`src/rtl/sp_ram_arbiter_if.sv`:
```
// One requester's port onto the shared single-port RAM: command/handshake
// outward, grant and one-cycle-late response back.
interface sp_ram_arbiter_if #(
    parameter int unsigned ADDR_WIDTH = 15,
    parameter int unsigned DATA_WIDTH = 32
);
    logic                    req;
    logic [ADDR_WIDTH-1:0]   addr;
    logic                    we;
    logic [DATA_WIDTH/8-1:0] be;
    logic [DATA_WIDTH-1:0]   wdata;
    logic                    lock;
    logic                    gnt;
    logic                    rvalid;
    logic [DATA_WIDTH-1:0]   rdata;

    modport master (
        output req, addr, we, be, wdata, lock,
        input  gnt, rvalid, rdata
    );

    modport slave (
        input  req, addr, we, be, wdata, lock,
        output gnt, rvalid, rdata
    );
endinterface

```
`src/rtl/sp_ram_arbiter.sv`:
```
// Round-robin arbiter sharing one single-port RAM between two masters, with a
// one-cycle response pipe. Define SP_RAM_ARB_LOCK_EN to build bounded burst locking.
module sp_ram_arbiter #(
    parameter int unsigned ADDR_WIDTH = 15,
    parameter int unsigned DATA_WIDTH = 32,
    parameter int unsigned MAX_BURST  = 8
) (
    input  logic                    clk,
    input  logic                    rst_i,
    sp_ram_arbiter_if.slave         m0,
    sp_ram_arbiter_if.slave         m1,
    output logic                    ram_en_o,
    output logic                    ram_we_o,
    output logic [ADDR_WIDTH-1:0]   ram_addr_o,
    output logic [DATA_WIDTH/8-1:0] ram_be_o,
    output logic [DATA_WIDTH-1:0]   ram_wdata_o,
    input  logic [DATA_WIDTH-1:0]   ram_rdata_i,
    output logic                    busy_o
);

    if (MAX_BURST < 1 || MAX_BURST > 255) begin : g_bad_burst
        $error("sp_ram_arbiter: MAX_BURST must be in 1..255");
    end

    logic prio, prio_n;
    logic rr0, rr1;
    logic g0_raw, g1_raw;
    logic gnt0, gnt1;
    logic rv, owner;

    // Plain round-robin pick; a lone requester always wins.
    assign rr0 = m0.req & (~m1.req | ~prio);
    assign rr1 = m1.req & ~rr0;

`ifdef SP_RAM_ARB_LOCK_EN
    typedef enum logic [1:0] {IDLE, LOCK0, LOCK1} state_t;

    localparam int unsigned    CW      = $clog2(MAX_BURST + 1);
    localparam logic [CW-1:0]  CNT_MAX = CW'(MAX_BURST);
    localparam logic [CW-1:0]  CNT_ONE = CW'(1);

    state_t        state, state_n;
    logic [CW-1:0] cnt, cnt_n;
    logic          lk1, own_req, own_lock;

    always_ff @(posedge clk or posedge rst_i) begin
        if (rst_i) begin
            state <= IDLE;
            prio  <= 1'b0;
            cnt   <= '0;
        end else begin
            state <= state_n;
            prio  <= prio_n;
            cnt   <= cnt_n;
        end
    end

    always_comb begin
        g0_raw   = 1'b0;
        g1_raw   = 1'b0;
        state_n  = state;
        prio_n   = prio;
        cnt_n    = cnt;
        lk1      = 1'b0;
        own_req  = 1'b0;
        own_lock = 1'b0;
        case (state)
            IDLE: begin
                g0_raw = rr0;
                g1_raw = rr1;
                if (rr0 || rr1) begin
                    prio_n = rr0;
                    // A one-beat limit means every locked grant is already the last.
                    if ((rr0 ? m0.lock : m1.lock) && CNT_MAX > CNT_ONE) begin
                        state_n = rr0 ? LOCK0 : LOCK1;
                        cnt_n   = CNT_ONE;
                    end
                end
            end
            default: begin
                lk1      = (state == LOCK1);
                own_req  = lk1 ? m1.req  : m0.req;
                own_lock = lk1 ? m1.lock : m0.lock;
                g0_raw   = own_req & ~lk1;
                g1_raw   = own_req & lk1;
                if (own_req && cnt != CNT_MAX)
                    cnt_n = cnt + CNT_ONE;
                if (!own_lock || (own_req && cnt_n == CNT_MAX)) begin
                    state_n = IDLE;
                    prio_n  = ~lk1;
                    cnt_n   = '0;
                end
            end
        endcase
    end

    assign busy_o = rv | (state != IDLE);
`else
    logic unused_lock;

    always_ff @(posedge clk or posedge rst_i) begin
        if (rst_i) prio <= 1'b0;
        else       prio <= prio_n;
    end

    always_comb begin
        g0_raw = rr0;
        g1_raw = rr1;
        prio_n = (rr0 | rr1) ? rr0 : prio;
    end

    assign unused_lock = m0.lock | m1.lock;
    assign busy_o      = rv;
`endif

    assign gnt0 = g0_raw & ~rst_i;
    assign gnt1 = g1_raw & ~rst_i;

    always_ff @(posedge clk or posedge rst_i) begin
        if (rst_i) begin
            rv    <= 1'b0;
            owner <= 1'b0;
        end else begin
            rv <= gnt0 | gnt1;
            if (gnt0 | gnt1)
                owner <= gnt1;
        end
    end

    assign m0.gnt    = gnt0;
    assign m1.gnt    = gnt1;
    assign m0.rvalid = rv & ~owner;
    assign m1.rvalid = rv & owner;
    assign m0.rdata  = m0.rvalid ? ram_rdata_i : '0;
    assign m1.rdata  = m1.rvalid ? ram_rdata_i : '0;

    assign ram_en_o    = gnt0 | gnt1;
    assign ram_we_o    = ram_en_o & (gnt1 ? m1.we : m0.we);
    assign ram_addr_o  = gnt1 ? m1.addr  : m0.addr;
    assign ram_be_o    = gnt1 ? m1.be    : m0.be;
    assign ram_wdata_o = gnt1 ? m1.wdata : m0.wdata;

endmodule

```
`src/flat_wrapper.sv`:
```
// flat-port wrapper written by rule: the top's interface ports become plain ports
module sp_ram_arbiter_flat 
#(
    parameter int unsigned ADDR_WIDTH = 15,
    parameter int unsigned DATA_WIDTH = 32,
    parameter int unsigned MAX_BURST  = 8
)
  (clk, rst_i, ram_en_o, ram_we_o, ram_addr_o, ram_be_o, ram_wdata_o, ram_rdata_i, busy_o, m0_req, m0_addr, m0_we, m0_be, m0_wdata, m0_lock, m0_gnt, m0_rvalid, m0_rdata, m1_req, m1_addr, m1_we, m1_be, m1_wdata, m1_lock, m1_gnt, m1_rvalid, m1_rdata);
  sp_ram_arbiter_if #(.ADDR_WIDTH(ADDR_WIDTH), .DATA_WIDTH(DATA_WIDTH)) m0_i ();
  sp_ram_arbiter_if #(.ADDR_WIDTH(ADDR_WIDTH), .DATA_WIDTH(DATA_WIDTH)) m1_i ();
  input  logic clk;
  input  logic rst_i;
  output logic ram_en_o;
  output logic ram_we_o;
  output logic [ADDR_WIDTH-1:0] ram_addr_o;
  output logic [DATA_WIDTH/8-1:0] ram_be_o;
  output logic [DATA_WIDTH-1:0] ram_wdata_o;
  input  logic [DATA_WIDTH-1:0] ram_rdata_i;
  output logic busy_o;
  input wire logic [$bits(m0_i.req)-1:0] m0_req;
  input wire logic [$bits(m0_i.addr)-1:0] m0_addr;
  input wire logic [$bits(m0_i.we)-1:0] m0_we;
  input wire logic [$bits(m0_i.be)-1:0] m0_be;
  input wire logic [$bits(m0_i.wdata)-1:0] m0_wdata;
  input wire logic [$bits(m0_i.lock)-1:0] m0_lock;
  output wire logic [$bits(m0_i.gnt)-1:0] m0_gnt;
  output wire logic [$bits(m0_i.rvalid)-1:0] m0_rvalid;
  output wire logic [$bits(m0_i.rdata)-1:0] m0_rdata;
  input wire logic [$bits(m1_i.req)-1:0] m1_req;
  input wire logic [$bits(m1_i.addr)-1:0] m1_addr;
  input wire logic [$bits(m1_i.we)-1:0] m1_we;
  input wire logic [$bits(m1_i.be)-1:0] m1_be;
  input wire logic [$bits(m1_i.wdata)-1:0] m1_wdata;
  input wire logic [$bits(m1_i.lock)-1:0] m1_lock;
  output wire logic [$bits(m1_i.gnt)-1:0] m1_gnt;
  output wire logic [$bits(m1_i.rvalid)-1:0] m1_rvalid;
  output wire logic [$bits(m1_i.rdata)-1:0] m1_rdata;
  assign m0_i.req = m0_req;
  assign m0_i.addr = m0_addr;
  assign m0_i.we = m0_we;
  assign m0_i.be = m0_be;
  assign m0_i.wdata = m0_wdata;
  assign m0_i.lock = m0_lock;
  assign m0_gnt = m0_i.gnt;
  assign m0_rvalid = m0_i.rvalid;
  assign m0_rdata = m0_i.rdata;
  assign m1_i.req = m1_req;
  assign m1_i.addr = m1_addr;
  assign m1_i.we = m1_we;
  assign m1_i.be = m1_be;
  assign m1_i.wdata = m1_wdata;
  assign m1_i.lock = m1_lock;
  assign m1_gnt = m1_i.gnt;
  assign m1_rvalid = m1_i.rvalid;
  assign m1_rdata = m1_i.rdata;
  sp_ram_arbiter #(.ADDR_WIDTH(ADDR_WIDTH), .DATA_WIDTH(DATA_WIDTH), .MAX_BURST(MAX_BURST)) u_core (.clk(clk), .rst_i(rst_i), .m0(m0_i), .m1(m1_i), .ram_en_o(ram_en_o), .ram_we_o(ram_we_o), .ram_addr_o(ram_addr_o), .ram_be_o(ram_be_o), .ram_wdata_o(ram_wdata_o), .ram_rdata_i(ram_rdata_i), .busy_o(busy_o));
endmodule
```
`config.mk`:
```
export PLATFORM = sky130hd
export DESIGN_NAME = sp_ram_arbiter_flat
export DESIGN_NICKNAME = d
export VERILOG_FILES = /design/src/rtl/sp_ram_arbiter_if.sv /design/src/rtl/sp_ram_arbiter.sv /design/src/flat_wrapper.sv
export SDC_FILE = /design/constraint.sdc
export NUM_CORES = 1
export LEC_CHECK = 0
export BUFFER_PORTS_ARGS = -buffer_cell sky130_fd_sc_hd__buf_2
export CORE_AREA = 2 2 101 103
export CTS_CLUSTER_DIAMETER = 50
export CTS_CLUSTER_SIZE = 24
export DETAILED_ROUTE_END_ITERATION = 16
export DIE_AREA = 0 0 103 105
export PLACE_DENSITY_LB_ADDON = 0.05
export SLEW_MARGIN = 20
export SYNTH_ARGS = -nofsm -noshare
export SYNTH_HDL_FRONTEND = slang
export SYNTH_SLANG_ARGS = --single-unit
```
`constraint.sdc`:
```
create_clock -name clk -period 1.69 [get_ports clk]
set_input_delay 0.0845 -clock clk [delete_from_list [all_inputs] [get_ports clk]]
set_output_delay 0.0845 -clock clk [all_outputs]
set_load 0.05 [all_outputs]
```
==> results.py, run 1 <==
metrics = {
    "outcome": {
        "outcome": "finished clean",
    },
    "sta": {
        "final_slew_violations": 0,
        "finalHoldViolCount": 0,
        "setup_viol": 0,
        "grt_setup_unrepaired": "true",
        "fin_crit_ps": 1680,
        "max-slew-margin-rel_pct": 81.4,
        "fmax_ghz": 0.595,
        "worst_hold_slack_ps": 84.7,
        "timing.setup.tns_ps": 0,
        "worstMarginPinSlew_ps": 278,
        "worst_clock_skew_ps": 3.93,
        "finalCritPeriodShare_pct": 99.4,
        "final.setup.worst_slack_ps": 10.3,
    },
    "global_route": {
        "wire_length_of_the_first_global_routing_pass_um": 9600,
        "grt.overflow.total": 0,
        "grt_antenna_before_repair": 0,
        "largest_net_degree_at_the_start_of_global_routing": 35,
        "globalRouteTotalUtil_pct": 11.2,
        "grt_pass1_vias": 1944,
    },
    "placed_design": {
        "post-place-cells": 535,
        "dp_slack_ps": 187,
        "finalWeightedCongestion": 0.798,
        "place.detailed.hpwl_um": 5870,
        "port-buffer-count": 261,
    },
    "clock_tree": {
        "numCtsBuffers": 3,
        "clock_path_buffers": 2,
        "cts_root_buf": "sky130_fd_sc_hd__clkbuf_8",
        "path_clk_slew_ps": 30,
        "tritoncts": "yes",
        "postCtsSetupBuffers": 0,
        "tritoncts_num_sinks": 3,
        "htreeDepth": 1,
        "clock_insertion_delay_worst_skew_ps": 210,
    },
    "setup_path": {
        "timing.setup.critical_path_class": "reg -> out",
        "crit_path_end_kind": "output port",
        "cp.depth": 5,
        "ff2ff_path_depth": 3,
        "worst_setup_path_startpoint": "u_core.prio",
        "worst_setup_path_endpoint": "ram_wdata_o[16]",
        "worstPathMaxFanout": 20,
        "kind_of_start_point_of_the_critical_path": "flop",
        "timing.critical_path.slowest_stage_cell": "sky130_fd_sc_hd__dfrtp_1",
        "timing.critical_path.arrival_ps": 1600,
        "regToRegEndpoint": "u_core.owner",
        "highest_cell_delay_on_the_worst_timing_path_ps": 390,
        "crit_chain": "nand2b_4 -> nand3_4 -> buf_12 -> mux2_4 -> buf_6",
        "critical_path_buf_inv_count": 2,
        "critical_path.top_delay_family": "flip-flops",
        "rr_startpoint": "u_core.owner",
        "critical_path_required_ps": 1610,
        "reg2reg_slack_ps": 810,
    },
    "power_and_ir_drop": {
        "switching_part_of_the_total_pct": 55.6,
        "peakVddDrop_v": 0.000179,
        "p_leak_uw": 0.00214,
        "power_density_nw_per_um2": 578,
        "internal_power_summed_over_all_cells_uw": 840,
        "p_seq_share_pct": 4.7,
        "p_switching_uw": 1050,
        "power.clock.fraction_pct": 10.9,
        "power.combinational.fraction_pct": 84.3,
    },
    "cells_and_area": {
        "antenna_cells": 0,
        "finish.net_count": 550,
        "fin_util_pct": 33.9,
        "post_route_cells_drive_above_1_share_pct": 81.6,
        "area_growth_pct": 129,
        "most-common-layout-cells": "sky130_fd_sc_hd__buf_2, sky130_fd_sc_hd__mux2_4, sky130_fd_sc_hd__buf_6",
        "layout.cells.most_common": "sky130_fd_sc_hd__buf_2",
        "post_layout_nonfiller_instances": 540,
    },
    "synth": {
        "syn_inst": 149,
        "post_synth_main_area_contributors": "sky130_fd_sc_hd__mux2_4, sky130_fd_sc_hd__and2_1, sky130_fd_sc_hd__and3_1",
        "mappedNetlistNets": 291,
        "number_of_synthesis_warnings": 0,
        "ys_types": 17,
        "synthesis.area_per_instance_um2": 9.58,
        "share_of_yosys_cell_area_claimed_by_the_top_area_cell_type_pct": 51.5,
        "synth.ff_latch_count": 3,
        "synth_sequential_area_ratio_pct": 5.26,
        "synth_area_leader_cell": "sky130_fd_sc_hd__mux2_4",
        "syn_area_um2": 1430,
    },
    "floorplanning": {
        "die-height_um": 105,
        "std_cell_rows": 36,
        "io-pin-count": 264,
        "die_width_um": 103,
        "effective_utilization_at_floorplan_pct": 14.8,
        "dieArea_um2": 10800,
        "core_region_area_um2": 9640,
    },
    "detailed_routing": {
        "via_count": 2100,
        "avgRoutedWirePerCell_um": 12.8,
        "iter_0_drt_violations": 56,
        "drt_pass1_iterations": 4,
        "antenna_left": 0,
        "detail_route.drc_violations": 0,
        "detail_route.wirelength_um": 6890,
        "route.detailed.vias_per_inst": 3.89,
    },
    "worst_hold_path": {
        "worst_hold_path_type": "in -> reg",
    },
    "run": {
        "timing.max_cap.violations": 0,
    },
}
metal layers:
metal	global-route usage (%)	vias up	wire, um	share of wire, %
li1	-	1038	-	-
met3	2.47	8	700	10
met1	10.5	917	2280	33
met2	23.1	137	3790	55
met5	0	-	0	0
met4	3.10	0	121	1.8
metrics by stage:
step / power (uW) / cell area, um^2
after floorplan: 1170 / 1440
after global placement: 1560 / 2920
after detailed placement: 1560 / 2920
after CTS: 1890 / 3230
after global routing: 1990 / 3270
final: 1890 / 3270
how the worst min path moves through the flow:
stage	startpoint	to	slack, ps	cells after the start
3_3_place_gp	rst_i	u_core.prio	40	2
6_report	rst_i	u_core.busy_o	80	2
3_5_place_dp	rst_i	u_core.prio	30	2
2_1_floorplan	rst_i	u_core.busy_o	-120	1
5_1_grt	rst_i	u_core.busy_o	90	2
4_1_cts	rst_i	u_core.busy_o	80	2
cell usage after synthesis (all sizes together):
master and count:
a21oi 2, and2 33, and2b 1, and3 33, buf 6, clkbuf 8
dfrtp 3, inv 3, mux2 51, nand2 1, nand2b 1, nand3 3
nor2 3, o21ai 1
repair_timing:
item                                    CTS  global route
hold endpoints to repair                  3             0
cloned                                    0             0
resized for setup                        85            11
endpoints found under the setup margin   47            51
hold buffers                              1             0
cell type report:
type	count	area (um^2)
Timing Repair Buffer	268	1710
Fill cell	1042	6370
Multi-Input combinational cell	129	1270
Clock buffer	4	45.0
Inverter	3	11.3
Tap cell	133	166
Sequential cell	3	75.1
logic make-up after synthesis:
kind of cell	count (synthesis)	share of synthesized area, %
AO/OA/AOI/OAI	3	1.05
buffers and inverters	17	7.19
flip-flops	3	5.26
multiplexers	51	53.1
AND/OR/NAND/NOR	75	33.4
sequential cells by signal, summed over array words and instances, names as in the netlist:
name	cells
u_core.busy_o	1
u_core.owner	1
u_core.prio	1
power groups by stage:
stage / Combinational, uW / Clock, uW / Sequential, uW
floorplan: 1070 / 0 / 95.2
global placement: 1470 / 0 / 89.6
detailed placement: 1470 / 0 / 89.3
CTS: 1590 / 213 / 89.3
global route: 1680 / 222 / 91.1
finish: 1600 / 207 / 89.2
Power figures use the tool's default switching activity.
==> inputs of run 2 (changes only) <==
Settings changed: BUFFER_PORTS_ARGS -buffer_cell sky130_fd_sc_hd__buf_2 to default, DONT_BUFFER_PORTS from default to 1.
==> run 2 against run 1 <==
Compared with the run above:
- setup slack better by 40 ps
- register-to-register slack about the same
- clock-buffer cell count did not move
- critical path depth decreased by 1
- final cell count is 36% lower
- die area stayed put
- first-iteration DRC count fell by 13%
- hold slack lost 57 ps
- utilization decreased by 3.5 points
==> results.py, run 2 (synthesis results as in run 1) <==
metrics = {
    "outcome": {
        "outcome": "finished clean",
    },
    "setup_path": {
        "worstPathMaxFanout": 20,
        "cp.depth": 4,
        "kind_of_start_point_of_the_critical_path": "flop",
        "critical_path_required_ps": 1610,
        "timing.critical_path.arrival_ps": 1550,
        "critical_path.top_delay_family": "multiplexers",
        "crit_path_end_kind": "output port",
        "timing.setup.critical_path_class": "reg -> out",
        "crit_chain": "nand2b_4 -> nand3_4 -> buf_6 -> mux2_4",
        "critical_path_buf_inv_count": 1,
        "ff2ff_path_depth": 3,
        "highest_cell_delay_on_the_worst_timing_path_ps": 420,
        "timing.critical_path.slowest_stage_cell": "sky130_fd_sc_hd__mux2_4",
    },
    "global_route": {
        "grt.overflow.total": 0,
        "wire_length_of_the_first_global_routing_pass_um": 8560,
        "grt_pass1_vias": 1539,
        "largest_net_degree_at_the_start_of_global_routing": 35,
        "globalRouteTotalUtil_pct": 9.93,
        "grt_antenna_before_repair": 0,
    },
    "sta": {
        "finalCritPeriodShare_pct": 97.0,
        "max-slew-margin-rel_pct": 72.8,
        "worstMarginPinSlew_ps": 409,
        "worst_clock_skew_ps": 0.989,
        "grt_setup_unrepaired": "false",
        "final_slew_violations": 0,
        "final.setup.worst_slack_ps": 50.5,
        "setup_viol": 0,
        "fmax_ghz": 0.610,
        "worst_hold_slack_ps": 27.9,
        "fin_crit_ps": 1640,
        "finalHoldViolCount": 0,
    },
    "placed_design": {
        "placed_cell_area_um2": 2860,
        "dp_slack_ps": 203,
        "place.detailed.hpwl_um": 5540,
        "finalWeightedCongestion": 0.702,
        "port-buffer-count": 0,
        "post-place-cells": 341,
    },
    "power_and_ir_drop": {
        "internal_power_summed_over_all_cells_uw": 813,
        "p_switching_uw": 1020,
        "p_leak_uw": 0.00146,
        "peakVddDrop_v": 0.000227,
        "power_density_nw_per_um2": 622,
        "switching_part_of_the_total_pct": 55.5,
        "p_seq_share_pct": 4.7,
        "power.clock.fraction_pct": 11.5,
        "power.combinational.fraction_pct": 83.8,
    },
    "clock_tree": {
        "htreeDepth": 1,
        "tritoncts_num_sinks": 3,
        "path_clk_slew_ps": 30,
        "cts_root_buf": "sky130_fd_sc_hd__clkbuf_8",
        "clock_insertion_delay_worst_skew_ps": 220,
        "numCtsBuffers": 3,
        "tritoncts": "yes",
        "clock_path_buffers": 2,
    },
    "floorplanning": {
        "core_region_area_um2": 9640,
        "io-pin-count": 264,
        "std_cell_rows": 36,
        "effective_utilization_at_floorplan_pct": 14.8,
        "dieArea_um2": 10800,
        "die-height_um": 105,
        "die_width_um": 103,
    },
    "detailed_routing": {
        "via_count": 1438,
        "avgRoutedWirePerCell_um": 18.0,
        "iter_0_drt_violations": 49,
        "detail_route.drc_violations": 0,
        "route.detailed.vias_per_inst": 4.14,
        "antenna_left": 0,
        "detail_route.wirelength_um": 6250,
        "drt_pass1_iterations": 3,
    },
    "worst_hold_path": {
        "timing.hold.worst_path_depth": 2,
        "worst_hold_path_type": "in -> reg",
    },
    "cells_and_area": {
        "post_layout_nonfiller_instances": 347,
        "layout.cells.most_common": "sky130_fd_sc_hd__buf_12",
        "antenna_cells": 0,
        "area_growth_pct": 106,
        "fin_util_pct": 30.5,
        "post_route_cells_drive_above_1_share_pct": 64.5,
        "most-common-layout-cells": "sky130_fd_sc_hd__buf_12, sky130_fd_sc_hd__mux2_4, sky130_fd_sc_hd__and3_1",
        "stdcell_area_um2": 2940,
        "finish.net_count": 357,
    },
    "run": {
        "timing.max_cap.violations": 0,
    },
}
==> run 2: layout make-up <==
class / count / area, um^2
Clock buffer: 4 / 45.0
Tap cell: 133 / 166
Multi-Input combinational cell: 129 / 1270
Sequential cell: 3 / 75.1
Timing Repair Buffer: 75 / 1370
Fill cell: 1007 / 6700
Inverter: 3 / 11.3
==> run 2: power groups by stage <==
| stage | registers [uW] | logic (uW) | clock network [uW] |
|---|---|---|---|
| 3_3_place_gp | 86.5 | 1540 | 0 |
| 3_5_place_dp | 86.7 | 1540 | 0 |
| 4_1_cts | 86.2 | 1550 | 215 |
| 2_1_floorplan | 95.2 | 1070 | 0 |
| 6_report | 86.2 | 1530 | 210 |
| 5_1_grt | 86.6 | 1580 | 221 |
==> run 2: final timing paths <==
kind                                    from         endpoint  slack (ps)
worst min-delay path                  m0_req      u_core.prio          30
min in group asynchronous              rst_i      u_core.prio         320
worst max-delay path             u_core.prio  ram_wdata_o[18]          50
worst max register to register  u_core.owner     u_core.owner         800
max in group asynchronous              rst_i    u_core.busy_o        1200
worst min register to register   u_core.prio      u_core.prio         570
==> run 2: stage by stage <==
stage / power, uW / TNS [ps]
3_5_place_dp: 1630 / 0
3_3_place_gp: 1630 / 0
5_1_grt: 1890 / 0
2_1_floorplan: 1170 / 0
6_report: 1830 / 0
4_1_cts: 1850 / -36.4
==> run 2: what timing repair did <==
item	4_1_cts	5_1_grt
hold endpoints to repair	4	0
gates resized for setup	1	2
endpoints found under the setup margin	22	2
setup buffers	0	0
cloned	0	0
hold buffers	2	0
==> run 2: per-layer routing <==
metal / track usage (%) / up-vias / part of all wire (%)
li1: - / 653 / -
met1: 9.32 / 654 / 29
met2: 21.0 / 131 / 60
met3: 2.14 / 0 / 11
met4: 1.69 / 0 / 0
met5: 0 / - / 0
==> inputs of run 3 (changes only) <==
Settings changed: CTS_BUF_LIST from default to sky130_fd_sc_hd__clkbuf_16.
==> run 3 against run 2 <==
Compared with the run above:
- setup slack got worse by 3.6 ps
- global-route usage about the same
- via count fell by 1.2%
- combinational power is essentially flat
- register-to-register slack hardly changed
- final area is 1.3% higher
- non-clock buffer count did not move
- wire length is 0.43% lower
- highest routed layer unchanged
==> results.py, run 3 (synthesis results as in run 1) <==
metrics = {
    "sta": {
        "finalHoldViolCount": 0,
        "fin_crit_ps": 1640,
        "finalCritPeriodShare_pct": 97.2,
        "worst_hold_slack_ps": 21.5,
        "final.setup.worst_slack_ps": 46.9,
        "fmax_ghz": 0.609,
        "setup_viol": 0,
        "final_slew_violations": 0,
        "max-slew-margin-rel_pct": 72.8,
        "grt_setup_unrepaired": "false",
        "worstMarginPinSlew_ps": 409,
        "worst_clock_skew_ps": 1.20,
    },
    "floorplanning": {
        "die-height_um": 105,
        "dieArea_um2": 10800,
        "core_region_area_um2": 9640,
        "std_cell_rows": 36,
        "io-pin-count": 264,
        "die_width_um": 103,
        "effective_utilization_at_floorplan_pct": 14.8,
    },
    "clock_tree": {
        "clock_path_buffers": 2,
        "clock_insertion_delay_worst_skew_ps": 220,
        "tritoncts": "yes",
        "tritoncts_num_sinks": 3,
        "numCtsBuffers": 3,
        "cts_root_buf": "sky130_fd_sc_hd__clkbuf_16",
        "htreeDepth": 1,
        "path_clk_slew_ps": 30,
    },
    "detailed_routing": {
        "via_count": 1421,
        "antenna_left": 0,
        "route.detailed.vias_per_inst": 4.10,
        "iter_0_drt_violations": 38,
        "drt_pass1_iterations": 3,
        "detail_route.drc_violations": 0,
        "avgRoutedWirePerCell_um": 17.9,
        "detail_route.wirelength_um": 6230,
    },
    "power_and_ir_drop": {
        "peakVddDrop_v": 0.000244,
        "total_power_uw": 1990,
        "power_density_nw_per_um2": 668,
        "p_leak_uw": 0.00148,
    },
    "setup_path": {
        "highest_cell_delay_on_the_worst_timing_path_ps": 420,
        "worstPathMaxFanout": 32,
        "timing.critical_path.arrival_ps": 1560,
        "kind_of_start_point_of_the_critical_path": "flop",
        "timing.setup.critical_path_class": "reg -> out",
        "crit_chain": "nand2b_4 -> nand3_4 -> buf_12 -> mux2_4",
        "critical_path_buf_inv_count": 1,
        "crit_path_end_kind": "output port",
        "critical_path_required_ps": 1610,
        "critical_path.top_delay_family": "multiplexers",
        "timing.critical_path.slowest_stage_cell": "sky130_fd_sc_hd__mux2_4",
    },
    "outcome": {
        "outcome": "finished clean",
    },
    "placed_design": {
        "finalWeightedCongestion": 0.702,
        "dp_slack_ps": 203,
        "port-buffer-count": 0,
        "place.detailed.hpwl_um": 5540,
    },
    "global_route": {
        "largest_net_degree_at_the_start_of_global_routing": 35,
        "grt_antenna_before_repair": 0,
        "wire_length_of_the_first_global_routing_pass_um": 8540,
        "globalRouteTotalUtil_pct": 9.89,
        "grt.overflow.total": 0,
        "grt_pass1_vias": 1539,
    },
    "cells_and_area": {
        "fillers": 1001,
        "finish.net_count": 357,
        "area_growth_pct": 109,
        "most-common-layout-cells": "sky130_fd_sc_hd__buf_12, sky130_fd_sc_hd__mux2_4, sky130_fd_sc_hd__and3_1",
        "antenna_cells": 0,
        "fin_util_pct": 30.9,
        "layout.cells.most_common": "sky130_fd_sc_hd__buf_12",
        "post_route_cells_drive_above_1_share_pct": 64.5,
    },
    "worst_hold_path": {
        "worst_hold_path_type": "in -> reg",
    },
    "run": {
        "timing.max_cap.violations": 0,
    },
}
## run 3: cell types whose count changed in the layout (fill, tap and decap cells not counted), sizes merged
cell	change
inv	+1
clkbuf	-1
## run 3: worst paths after layout
kind / start / to / slack (ps) / depth (start not counted)
max: u_core.prio / ram_addr_o[0] / 50 / 4
min: m0_req / u_core.prio / 20 / 2
max reg2reg: u_core.owner / u_core.owner / 800 / 3
min reg2reg: u_core.prio / u_core.prio / 570 / 2
max in group asynchronous: rst_i / u_core.owner / 1240 / 2
min in group asynchronous: rst_i / u_core.prio / 290 / 2
## run 3: what timing repair did
action	4_1_cts	5_1_grt
gates cloned	0	0
resized for setup	1	3
buffers inserted	0	0
hold buffers	2	0
hold endpoints to repair	4	0
endpoints found under the setup margin	22	6
## run 3: routing by layer
metal	vias to the layer above	GRT usage, %	share of wire [%]
met3	0	2.21	11
met5	-	0	0
met1	641	9.32	29
li1	651	-	-
met4	0	1.41	0
met2	129	21.0	60
## run 3: per-stage QoR
step	std cells	TNS, ps	area (um^2)
detailed placement	341	0	2860
floorplan	149	0	1440
global placement	341	0	2860
CTS	347	-41.6	2970
global route	347	0	2980
finish	347	0	2980
## run 3: final cells by class
cell class / count / area (um^2) / area share, %
Clock buffer: 3 / 75.1 / 2.52
Clock inverter: 1 / 3.75 / 0.126
Inverter: 3 / 11.3 / 0.378
Multi-Input combinational cell: 129 / 1270 / 42.6
Sequential cell: 3 / 75.1 / 2.52
Tap cell: 133 / 166 / 5.59
Timing Repair Buffer: 75 / 1380 / 46.2
## run 3: where the power goes
group | internal [uW] | switching [uW] | total (uW)
registers | 81.0 | 5.26 | 86.3
clock network | 305 | 63.3 | 368
logic | 572 | 962 | 1530
